===== src/rtl/uart_dev_if.sv =====
// Bridge-side register bus for uart_dev: word address, write strobe, write data and combinational read data.
interface uart_dev_if;
  logic [29:0] Addr;
  logic        WE;
  logic [31:0] Din;
  logic [31:0] Dout;

  modport master (output Addr, WE, Din, input Dout);
  modport slave  (input Addr, WE, Din, output Dout);
endinterface


===== src/rtl/uart_dev.sv =====
// Memory-mapped 8N1 UART (DATA/STATUS/CTRL/DIVISOR) with level IRQ; UART_LOOPBACK_EN feeds tx into the RX synchroniser.
// Latency: reads are combinational; tx falls on the accepting write edge; rx_valid 2+DIV/2+9*DIV cycles after the start edge.
// Backpressure: none on the bus; a DATA write while TX is busy is dropped.
module uart_dev #(
  parameter int DIV_RESET = 434
) (
  input  logic      clk,
  input  logic      reset,
  uart_dev_if.slave bus,
  output logic      IRQ,
  output logic      tx,
  input  logic      rx
);
  typedef enum logic [1:0] {S_IDLE, S_START, S_DATA, S_STOP} state_t;

  logic [15:0] divisor;
  logic [1:0]  ctrl;
  logic [7:0]  rx_byte;
  logic        rx_valid;
  logic        rx_overrun;
  logic        frame_err;

  state_t      tx_state;
  logic [15:0] tx_cnt;
  logic [2:0]  tx_bit;
  logic [7:0]  tx_shift;
  logic        tx_idle;
  logic        tx_start;

  state_t      rx_state;
  logic [15:0] rx_cnt;
  logic [2:0]  rx_bit;
  logic [7:0]  rx_shift;
  logic        rx_src;
  logic        rx_s1;
  logic        rx_s2;

  logic        wr_data;
  logic        wr_status;
  logic        wr_ctrl;
  logic        wr_div;
  logic        clr_valid;
  logic        clr_ovr;
  logic        clr_ferr;
  logic        unused_bits;

  assign wr_data   = bus.WE && (bus.Addr[1:0] == 2'd0);
  assign wr_status = bus.WE && (bus.Addr[1:0] == 2'd1);
  assign wr_ctrl   = bus.WE && (bus.Addr[1:0] == 2'd2);
  assign wr_div    = bus.WE && (bus.Addr[1:0] == 2'd3);
  assign clr_valid = wr_status && bus.Din[1];
  assign clr_ovr   = wr_status && bus.Din[2];
  assign clr_ferr  = wr_status && bus.Din[3];

  assign unused_bits = ^{bus.Addr[29:2], bus.Din[31:16]};

  assign tx_idle = (tx_state == S_IDLE);
  // A write landing on the edge that ends the stop bit chains straight into the next frame.
  assign tx_start = wr_data && (tx_idle || (tx_state == S_STOP && tx_cnt == 16'd0));

  assign IRQ = (ctrl[0] & tx_idle) | (ctrl[1] & rx_valid);

  always_comb begin
    bus.Dout = 32'h0;
    case (bus.Addr[1:0])
      2'd0:    bus.Dout = {24'h0, rx_byte};
      2'd1:    bus.Dout = {28'h0, frame_err, rx_overrun, rx_valid, tx_idle};
      2'd2:    bus.Dout = {30'h0, ctrl};
      default: bus.Dout = {16'h0, divisor};
    endcase
  end

  always_ff @(posedge clk or negedge reset) begin
    if (!reset) begin
      divisor <= 16'(DIV_RESET);
      ctrl    <= 2'b00;
    end else begin
      if (wr_ctrl) ctrl <= bus.Din[1:0];
      if (wr_div)  divisor <= (bus.Din[15:0] < 16'd2) ? 16'd2 : bus.Din[15:0];
    end
  end

  // Bit length is reloaded from divisor only at each bit start, so a mid-frame write never stretches the current bit.
  always_ff @(posedge clk or negedge reset) begin
    if (!reset) begin
      tx_state <= S_IDLE;
      tx_cnt   <= 16'd0;
      tx_bit   <= 3'd0;
      tx_shift <= 8'h00;
      tx       <= 1'b1;
    end else if (tx_start) begin
      tx_state <= S_START;
      tx_cnt   <= divisor - 16'd1;
      tx_bit   <= 3'd0;
      tx_shift <= bus.Din[7:0];
      tx       <= 1'b0;
    end else if (!tx_idle) begin
      if (tx_cnt != 16'd0) begin
        tx_cnt <= tx_cnt - 16'd1;
      end else begin
        tx_cnt <= divisor - 16'd1;
        case (tx_state)
          S_START: begin
            tx_state <= S_DATA;
            tx_bit   <= 3'd0;
            tx       <= tx_shift[0];
          end
          S_DATA: begin
            if (tx_bit == 3'd7) begin
              tx_state <= S_STOP;
              tx       <= 1'b1;
            end else begin
              tx_bit   <= tx_bit + 3'd1;
              tx_shift <= tx_shift >> 1;
              tx       <= tx_shift[1];
            end
          end
          default: tx_state <= S_IDLE;
        endcase
      end
    end
  end

`ifdef UART_LOOPBACK_EN
  logic unused_rx;
  assign unused_rx = rx;
  assign rx_src    = tx;
`else
  assign rx_src = rx;
`endif

  always_ff @(posedge clk or negedge reset) begin
    if (!reset) begin
      rx_s1 <= 1'b1;
      rx_s2 <= 1'b1;
    end else begin
      rx_s1 <= rx_src;
      rx_s2 <= rx_s1;
    end
  end

  // Status flags share this block with the RX FSM so a setting event, written last, overrides a same-cycle clear.
  always_ff @(posedge clk or negedge reset) begin
    if (!reset) begin
      rx_state   <= S_IDLE;
      rx_cnt     <= 16'd0;
      rx_bit     <= 3'd0;
      rx_shift   <= 8'h00;
      rx_byte    <= 8'h00;
      rx_valid   <= 1'b0;
      rx_overrun <= 1'b0;
      frame_err  <= 1'b0;
    end else begin
      if (clr_valid) rx_valid   <= 1'b0;
      if (clr_ovr)   rx_overrun <= 1'b0;
      if (clr_ferr)  frame_err  <= 1'b0;
      if (rx_state == S_IDLE) begin
        if (!rx_s2) begin
          rx_state <= S_START;
          rx_cnt   <= (divisor >> 1) - 16'd1;
        end
      end else if (rx_cnt != 16'd0) begin
        rx_cnt <= rx_cnt - 16'd1;
      end else begin
        rx_cnt <= divisor - 16'd1;
        case (rx_state)
          S_START: begin
            rx_state <= rx_s2 ? S_IDLE : S_DATA;
            rx_bit   <= 3'd0;
          end
          S_DATA: begin
            rx_shift <= {rx_s2, rx_shift[7:1]};
            if (rx_bit == 3'd7) rx_state <= S_STOP;
            else                rx_bit   <= rx_bit + 3'd1;
          end
          S_STOP: begin
            rx_state <= S_IDLE;
            if (!rx_s2) begin
              frame_err <= 1'b1;
            end else if (!rx_valid || clr_valid) begin
              rx_byte  <= rx_shift;
              rx_valid <= 1'b1;
            end else begin
              rx_overrun <= 1'b1;
            end
          end
          default: rx_state <= S_IDLE;
        endcase
      end
    end
  end
endmodule


===== src/flat_wrapper.sv =====
// flat-port wrapper written by rule: the top's interface ports become plain ports
module uart_dev_flat 
#(
  parameter int DIV_RESET = 434
)
  (clk, reset, IRQ, tx, rx, bus_Addr, bus_WE, bus_Din, bus_Dout);
  uart_dev_if bus_i ();
  input  logic clk;
  input  logic reset;
  output logic IRQ;
  output logic tx;
  input  logic rx;
  input wire logic [$bits(bus_i.Addr)-1:0] bus_Addr;
  input wire logic [$bits(bus_i.WE)-1:0] bus_WE;
  input wire logic [$bits(bus_i.Din)-1:0] bus_Din;
  output wire logic [$bits(bus_i.Dout)-1:0] bus_Dout;
  assign bus_i.Addr = bus_Addr;
  assign bus_i.WE = bus_WE;
  assign bus_i.Din = bus_Din;
  assign bus_Dout = bus_i.Dout;
  uart_dev #(.DIV_RESET(DIV_RESET)) u_core (.clk(clk), .reset(reset), .bus(bus_i), .IRQ(IRQ), .tx(tx), .rx(rx));
endmodule

===== config.mk =====
export PLATFORM = sky130hd
export DESIGN_NAME = uart_dev_flat
export DESIGN_NICKNAME = d
export VERILOG_FILES = /design/src/rtl/uart_dev_if.sv /design/src/rtl/uart_dev.sv /design/src/flat_wrapper.sv
export SDC_FILE = /design/constraint.sdc
export NUM_CORES = 1
export LEC_CHECK = 0
export CAP_MARGIN = 5
export CORE_MARGIN = 10
export CORE_UTILIZATION = 45
export CTS_BUF_LIST = sky130_fd_sc_hd__clkbuf_16
export DETAILED_ROUTE_END_ITERATION = 10
export HOLD_SLACK_MARGIN = 0.02
export PLACE_DENSITY = 0.7
export RECOVER_POWER = 25
export SLEW_MARGIN = 20
export SYNTH_ARGS = -nofsm -noshare
export SYNTH_HDL_FRONTEND = slang
export SYNTH_SLANG_ARGS = --single-unit
export TNS_END_PERCENT = 10

===== constraint.sdc =====
create_clock -name clk -period 5.7 [get_ports clk]
set_clock_uncertainty 0.15 [all_clocks]
set_input_delay 1.71 -clock clk [delete_from_list [all_inputs] [get_ports clk]]
set_output_delay 1.71 -clock clk [all_outputs]
set_load 0.05 [all_outputs]

Yosys cells after proc, flatten, opt, wreduce, memory -nomap -nowiden
Cells that the tools add are included.
Widths: inputs -> output; s select.
- register bits after elaboration: 90
- bits of input ports: 66
- output and inout bits: 34
- logic and storage cells: 131
- $add $sub $neg: 6
- magnitude comparators: 1
- equal/unequal tests: 20
- muxes and demuxes: 53
- bitwise operators: 5
- reductions and logical operators: 29
- operator list (cell ; number):
    $mux 16 ; 7
    $pmux 16 s3 ; 1
    $sub 16x1->16 const B ; 3
    $mux 8 ; 5
    $reduce_bool 16->1 ; 2
    $mux 1 ; 21
    $mux 2 ; 9
    $logic_not 16->1 ; 1
    $lt 16x2->1 const B ; 1
    $sub 15x1->16 const B ; 1
    $mux 3 ; 5
    $eq 2x2->1 const B ; 6
    $pmux 3 s2 ; 2
    $reduce_and 3->1 ; 4
    $reduce_and 4->1 ; 3
    $logic_and 1x1->1 ; 9
    $pmux 2 s2 ; 2
    $add 3x1->3 const B ; 2
    $eq 2x1->1 const B ; 3
    $eq 3x3->1 const B ; 2
    $logic_not 2->1 ; 3
    $ne 2x1->1 const B ; 3
    $ne 2x2->1 const B ; 3
    $ne 3x1->1 const B ; 2
    other kinds (10) ; 14

Longest topological paths before layout
Gate-level depths: netlist of run 1.
- depth in word-level cells: 9
- gate-level depth with buffers: 9
- mapped depth without buffers: 7

Worst setup path before layout of run 1
No wires, ideal clock.
- kind: input to output
- from: in bus_Addr[1]
- to: out bus_Dout[4]
- data arrival time: 2.730 ns
- required time: 3.840 ns
- path slack: 1.110 ns
- cell stages on the path: 4
- buffers on the path: 2
- cell sequence: clkbuf_1 > and2_0 > clkbuf_1 > a22o_1
- word-level cells in the longest chain between the ends: 2
- elaborated cells between the ends (all ways): 4
- those cells by class: eq/ne (2); mux (1); reduce/logical (1)
- RTL lines (what ; RTL line ; text):
    from (decl) ; flat_wrapper.sv:13 ; input wire logic [$bits(bus_i.Addr)-1:0] bus_Addr;
    $eq 2x2->1 (tied with other cells) ; uart_dev.sv:65 ; case (bus.Addr[1:0])
    $pmux 16 s3 (*) ; uart_dev.sv:65 ;
    to (decl) ; flat_wrapper.sv:16 ; output wire logic [$bits(bus_i.Dout)-1:0] bus_Dout;
Every way passes the cells marked *; elsewhere a longest branch is shown, timed or not.

Worst setup path in the final report of run 1
- from: in bus_Addr[0]
- to: out bus_Dout[2]
Same word-level chain as after synthesis.

==> results of run 1 <==
==> layout by cell type, fill, tap and decap left out, types with 19 or more instances in the layout <==
cell type         n
dfrtp_1          82
inv_1            25
nor3_1           24
clkdlybuf4s50_1  21
nand2_1          43
nor2_1           35
nand3_1          28
o21ai_0          56
mux2_2           34
xnor2_1          19
==> synth_stat cells, types with 9 or more instances <==
library cell	instances	area (um^2)
o21ai_0	56	280.3
mux2i_1	13	130.1
nor3_1	25	125.1
nor3b_1	9	67.56
clkbuf_1	20	75.07
and3_1	13	81.33
xnor2_1	19	166.4
buf_4	17	127.6
a22o_1	12	105.1
nor2_1	35	131.4
a21oi_1	14	70.07
nand3_1	28	140.1
ha_1	18	225.2
nand2_1	43	161.4
mux2_2	34	382.9
a22oi_1	9	67.56
a31oi_1	10	62.56
dfrtp_1	82	2052
nor4_1	12	75.07
inv_1	25	93.84
==> final timing paths <==
| kind | depth (start not counted) | from | end |
|---|---|---|---|
| max | 5 | bus_Addr[0] | bus_Dout[2] |
| min | 0 | u_core.rx_s1 | u_core.rx_s2 |
| max reg2reg | 7 | u_core.rx_cnt[0] | u_core.rx_bit[1] |
| min reg2reg | 0 | u_core.rx_s1 | u_core.rx_s2 |
| max in group asynchronous | 1 | reset | u_core.tx_cnt[14] |
| min in group asynchronous | 1 | reset | u_core.rx_shift[5] |
==> routing by layer <==
layer,track usage (%),up-vias
met5,0,-
met4,6.167,0
met3,3.547,20
met2,28.96,182
met1,21.66,2460
li1,-,2318
==> power by group through the flow <==
| stage | registers (W) | clock network, W | logic [W] |
|---|---|---|---|
| 6_report | 0.000962 | 0.000602 | 0.000693 |
| 3_5_place_dp | 0.000964 | 0 | 0.000685 |
| 4_1_cts | 0.000954 | 0.000601 | 0.000689 |
| 2_1_floorplan | 0.000871 | 0 | 0.000577 |
| 3_3_place_gp | 0.000957 | 0 | 0.000666 |
| 5_1_grt | 0.000985 | 0.000635 | 0.000763 |
==> state kept, by name (all words and copies together) (netlist names), 3 cells and up <==
register         flops
u_core.tx_cnt       16
u_core.tx_shift      8
u_core.divisor      16
u_core.rx_shift      8
u_core.tx_bit        3
u_core.rx_cnt       16
u_core.rx_byte       8
u_core.rx_bit        3
==> stage by stage <==
stage	instances	power [W]	util (%)	hold slack, ps	cell area [um^2]
floorplan	642	0.001448	-	195.2	5933
global placement	808	0.001623	50.73	197.3	6454
detailed placement	808	0.001649	50.73	202.8	6454
CTS	824	0.002245	53.02	211.5	6745
global route	824	0.002384	53.00	214.5	6743
finish	824	0.002257	53.00	210.2	6743
==> worst max-delay path: cells and delay by family <==
kind | cells | cell delay (ps)
buf+inv | 3 | 1030
compound gates | 1 | 280
simple gates | 1 | 330
==> kinds of logic (layout without fill, tap and decap cells) <==
logic type / count (synthesis) / after routing / synth area share, %
fa+ha+maj: 18 / 18 / 3.832
flops: 90 / 90 / 38.49
xor+xnor: 27 / 27 / 4.024
mux: 49 / 49 / 9.495
buf+inv: 77 / 87 / 6.302
simple gates: 218 / 218 / 21.29
other cells: 1 / 16 / 0.06381
compound gates: 147 / 147 / 16.50
==> area by class of cell <==
type	instances	area share (%)
multi-input cells	475	49.06
flip-flops and latches	90	33.55
repair buffers	46	8.480
clock buffers	9	3.340
well taps	172	3.192
inverters	25	1.392
clock inverters	7	0.9835
==> flow_summary.yaml, run 1 <==
sta:
  rsz0062_at_grt: "false"
  finalHoldViolCount: 0
  period_share_pct: 91.53
  post-route-min-period_ps: 5217
  setup_violations: 0
  fin_setup_tns_ps: 0
  slew_headroom_pct: -124.1
  worst_pin_slew_ps: 3361
  drv_slew: 64
  fmax_mhz: 191.7
  fin_ws_ps: 482.7
detailed_routing:
  wire_per_inst_um: 18.86
  num_vias: 4980
  top_layer_used: "met4"
  met3_length_um: 948
  dr_wl_met2_um: 7633
  wl_um: 15540
  drc_errors: 0
  drt_iter0_markers: 351
  vias_per_cell: 6.044
  first_pass_iters: 5
  drtAntennaViolNets: 0
  wl_met1_um: 6636
final_layout:
  multi_input_area_um2: 3308
  nNetsFinal: 731
  n_fill_cell: 1158
  diodes: 0
  regArea_um2: 2262
  areaGrowthSynthToFinish_pct: 14.73
  drive_gt1_share_pct: 14.88
pwr:
  switchingPower_w: 0.0008909
  p_seq_share_pct: 42.6
  p_per_area_nw_per_um2: 334.8
  clockPowerShare_pct: 26.6
  ir_drop_uv: 156.0
  switching_share_pct: 39.46
  pwr-share-comb_pct: 30.7
  p_leak_nw: 2.813
  intPower_w: 0.001367
die:
  io_pins: 100
  die_area_um2: 18030
  dieHeight_um: 134.3
  die_w_um: 134.3
  coreArea_um2: 12720
  rows: 41
  start_util_pct: 46.19
clock_network:
  root_buffer: "clkbuf_16"
  post_cts_buffers: 0
  numCtsBuffers: 9
  clock-sinks: 90
  cts_tree: "built"
  clock_latency_ps: 350
  htreeDepth: 3
  holdBufCountCts: 0
  clock_path_buffers: 2
  cts.repair.resized: 0
  path_clk_slew_ps: 70
yosys:
  yosysWarnings: 0
  synth_top_flop_cell: "dfrtp_1"
  synth.distinct_cells: 73
  syn-instance-count: 627
  async_flop_share_pct: 100.0
  postSynthAreaPerCell_um2: 9.373
  syn-cell-area_um2: 5877
  synth_seq_area_share_pct: 38.49
  synth-edff-count: 0
  ys_ff_latch: 90
worst_setup_path:
  ff2ff_setup_slack_ps: 2650
  critPathRequiredTime_ps: 3840
  path_class: "input pin to primary output"
  max_stage_delay_ps: 610
  critical_path.max_fanout: 10
  start_kind: "input pin"
  slowest_stage: "clkdlybuf4s50_1"
  crit_chain: "clkdlybuf4s50_1 -> buf_4 -> nor2_1 -> a22o_1 -> buf_12"
  cp.arrival_ps: 3360
  cp-end-kind: "primary output"
place:
  io_buffers: 39
  gp_congestion: 0.9384
  dp_hpwl_um: 11490
  place_ws_ps: 550.9
min_path:
  min_path_type: "flip-flop to flip-flop"
status:
  violations: "max-capacitance violations, max-slew violations"
  status: "complete, but fails checks"
global_routing:
  grt_pass1_wl_um: 25660
  antenna_found_initial: 0
  overflow: 0
  grt_usage_pct: 17.35
  grt_pass1_vias: 4971
  grt_max_degree: 64
flow_run:
  maxCapViolCount: 1
Power figures use the tool's default switching activity.
==> run 2, diff against run 1 <==
Settings changed: CTS_BUF_LIST sky130_fd_sc_hd__clkbuf_16 to sky130_fd_sc_hd__clkbuf_4 sky130_fd_sc_hd__clkbuf_8.
==> run 2 against run 1 <==
Effect of this change: maximum frequency rose by 0.24%; largest power group unchanged; highest routed layer unchanged; hold slack gained 4.3 ps; the run still ends with max-capacitance violations, max-slew violations left; setup slack better by 13 ps.
==> flow_summary.yaml, run 2 (synthesis results as in run 1) <==
status:
  status: "complete, but fails checks"
  violations: "max-capacitance violations, max-slew violations"
worst_setup_path:
  slowest_stage: "clkdlybuf4s50_1"
  regToRegEndpoint: "u_core.tx_cnt[8]"
  critPathRequiredTime_ps: 3840
  critical_path.max_fanout: 10
  cp-end-kind: "primary output"
  cp-endpoint: "bus_Dout[2]"
  cp.arrival_ps: 3340
  regToRegStartpoint: "u_core.tx_cnt[0]"
  worst-r2r-cell-count: 7
  crit_chain: "clkdlybuf4s50_1 -> buf_4 -> nor2_1 -> a22o_1 -> buf_12"
  start_kind: "input pin"
  ff2ff_setup_slack_ps: 2910
  max_stage_delay_ps: 600
  path_class: "input pin to primary output"
  crit_start: "bus_Addr[0]"
pwr:
  finalPower_w: 0.002102
  p_per_area_nw_per_um2: 315.9
  ir_drop_uv: 155.8
  p_leak_nw: 2.775
place:
  dp_hpwl_um: 11490
  placed_cell_area_um2: 6454
  gp_congestion: 0.9384
  io_buffers: 39
  place_ws_ps: 550.9
global_routing:
  grt_usage_pct: 17.36
  met3_usage_pct: 3.473
  grt_util_met1_pct: 21.66
  grt.busiest_layer: "met2"
  overflow: 0
  antenna_found_initial: 0
  grt_pass1_vias: 4942
  grt_use_met2_pct: 28.93
  grt_max_degree: 64
  grt_pass1_wl_um: 25490
detailed_routing:
  num_vias: 4985
  drt_iter0_markers: 298
  vias_per_cell: 6.050
  drc_errors: 0
  first_pass_iters: 7
  wl_um: 15410
  wire_per_inst_um: 18.70
  drtAntennaViolNets: 0
clock_network:
  holdBufCountCts: 0
  htreeDepth: 3
  root_buffer: "clkbuf_8"
  clock_path_buffers: 2
  numCtsBuffers: 9
  clock_latency_ps: 370
  clock-sinks: 90
  cts_tree: "built"
  cts.repair.resized: 0
  post_cts_buffers: 0
  path_clk_slew_ps: 100
sta:
  fmax_mhz: 192.1
  period_share_pct: 91.31
  fin_setup_tns_ps: 0
  slew_headroom_pct: -123.4
  drv_slew: 64
  fin_ws_ps: 495.4
  finalHoldViolCount: 0
  setup_violations: 0
  post-route-min-period_ps: 5205
  rsz0062_at_grt: "false"
  worst_pin_slew_ps: 3351
final_layout:
  diodes: 0
  layout_commonest_cell: "dfrtp_1"
  nNetsFinal: 731
  layout_common_cells: "82 x dfrtp_1, 56 x o21ai_0, 43 x nand2_1"
  areaGrowthSynthToFinish_pct: 13.22
  top_regs: "u_core.divisor (16), u_core.rx_cnt (16), u_core.tx_cnt (16)"
  drive_gt1_share_pct: 15.18
  post-route-cell-area_um2: 6654
  regArea_um2: 2262
  multi_input_area_um2: 3321
  n_fill_cell: 1169
die:
  die_w_um: 134.3
  die_area_um2: 18030
  rows: 41
  dieHeight_um: 134.3
  coreArea_um2: 12720
  start_util_pct: 46.19
  io_pins: 100
flow_run:
  maxCapViolCount: 1
min_path:
  min_path_type: "flip-flop to flip-flop"
-- run 2: cell types whose count changed in the layout (fill, tap and decap cells not counted) --
| cell | previous run | this run |
|---|---|---|
| nand4_2 | 0 | 1 |
| nor4b_1 | 5 | 4 |
| clkbuf_16 | 9 | 0 |
| nor4b_2 | 0 | 1 |
| clkbuf_8 | 0 | 9 |
| nand4_1 | 7 | 6 |
-- run 2: worst min path at each step --
stage / from / endpoint / depth (start not counted)
after detailed placement: u_core.rx_s1 / u_core.rx_s2 / 0
after floorplan: u_core.rx_s1 / u_core.rx_s2 / 0
after global routing: u_core.rx_s1 / u_core.rx_s2 / 0
final: u_core.rx_s1 / u_core.rx_s2 / 0
after CTS: u_core.rx_s1 / u_core.rx_s2 / 0
after global placement: u_core.rx_s1 / u_core.rx_s2 / 0
-- run 2: power by group --
| group | internal, W | switching [W] |
|---|---|---|
| logic | 0.000297 | 0.000400 |
| clock network | 0.000171 | 0.000269 |
| registers | 0.000762 | 0.000203 |
| total | 0.00123 | 0.000872 |
-- run 2: worst max-delay path: cells and delay by family --
family / cells / cell delay, ps
AOI/OAI and AO/OA: 1 / 280
and+or+nand+nor: 1 / 330
buffers and inverters: 3 / 1020
-- run 2: through the flow --
step                utilization [%]  std cells  hold slack (ps)
finish                        52.30        824            214.5
global route                  52.30        824            220.0
CTS                           52.22        824            216.2
detailed placement            50.73        808            202.8
global placement              50.73        808            197.3
floorplan                         -        642            195.2
-- run 2: area by class of cell --
| type | count | share of cell area, % |
|---|---|---|
| clock inverter | 7 | 0.9966 |
| tap | 172 | 3.234 |
| clock buffer | 9 | 1.862 |
| timing repair buffer | 46 | 8.593 |
| sequential | 90 | 34.00 |
| multi-input combinational | 475 | 49.91 |
| inverter | 25 | 1.410 |
-- run 2: routing by layer --
layer / share of wire, % / routed length (um) / vias up
li1: - / - / 2322
met1: 42 / 6424 / 2445
met2: 49 / 7526 / 189
met3: 6.7 / 1035 / 29
met4: 2.7 / 418 / 0
met5: 0 / 0 / -
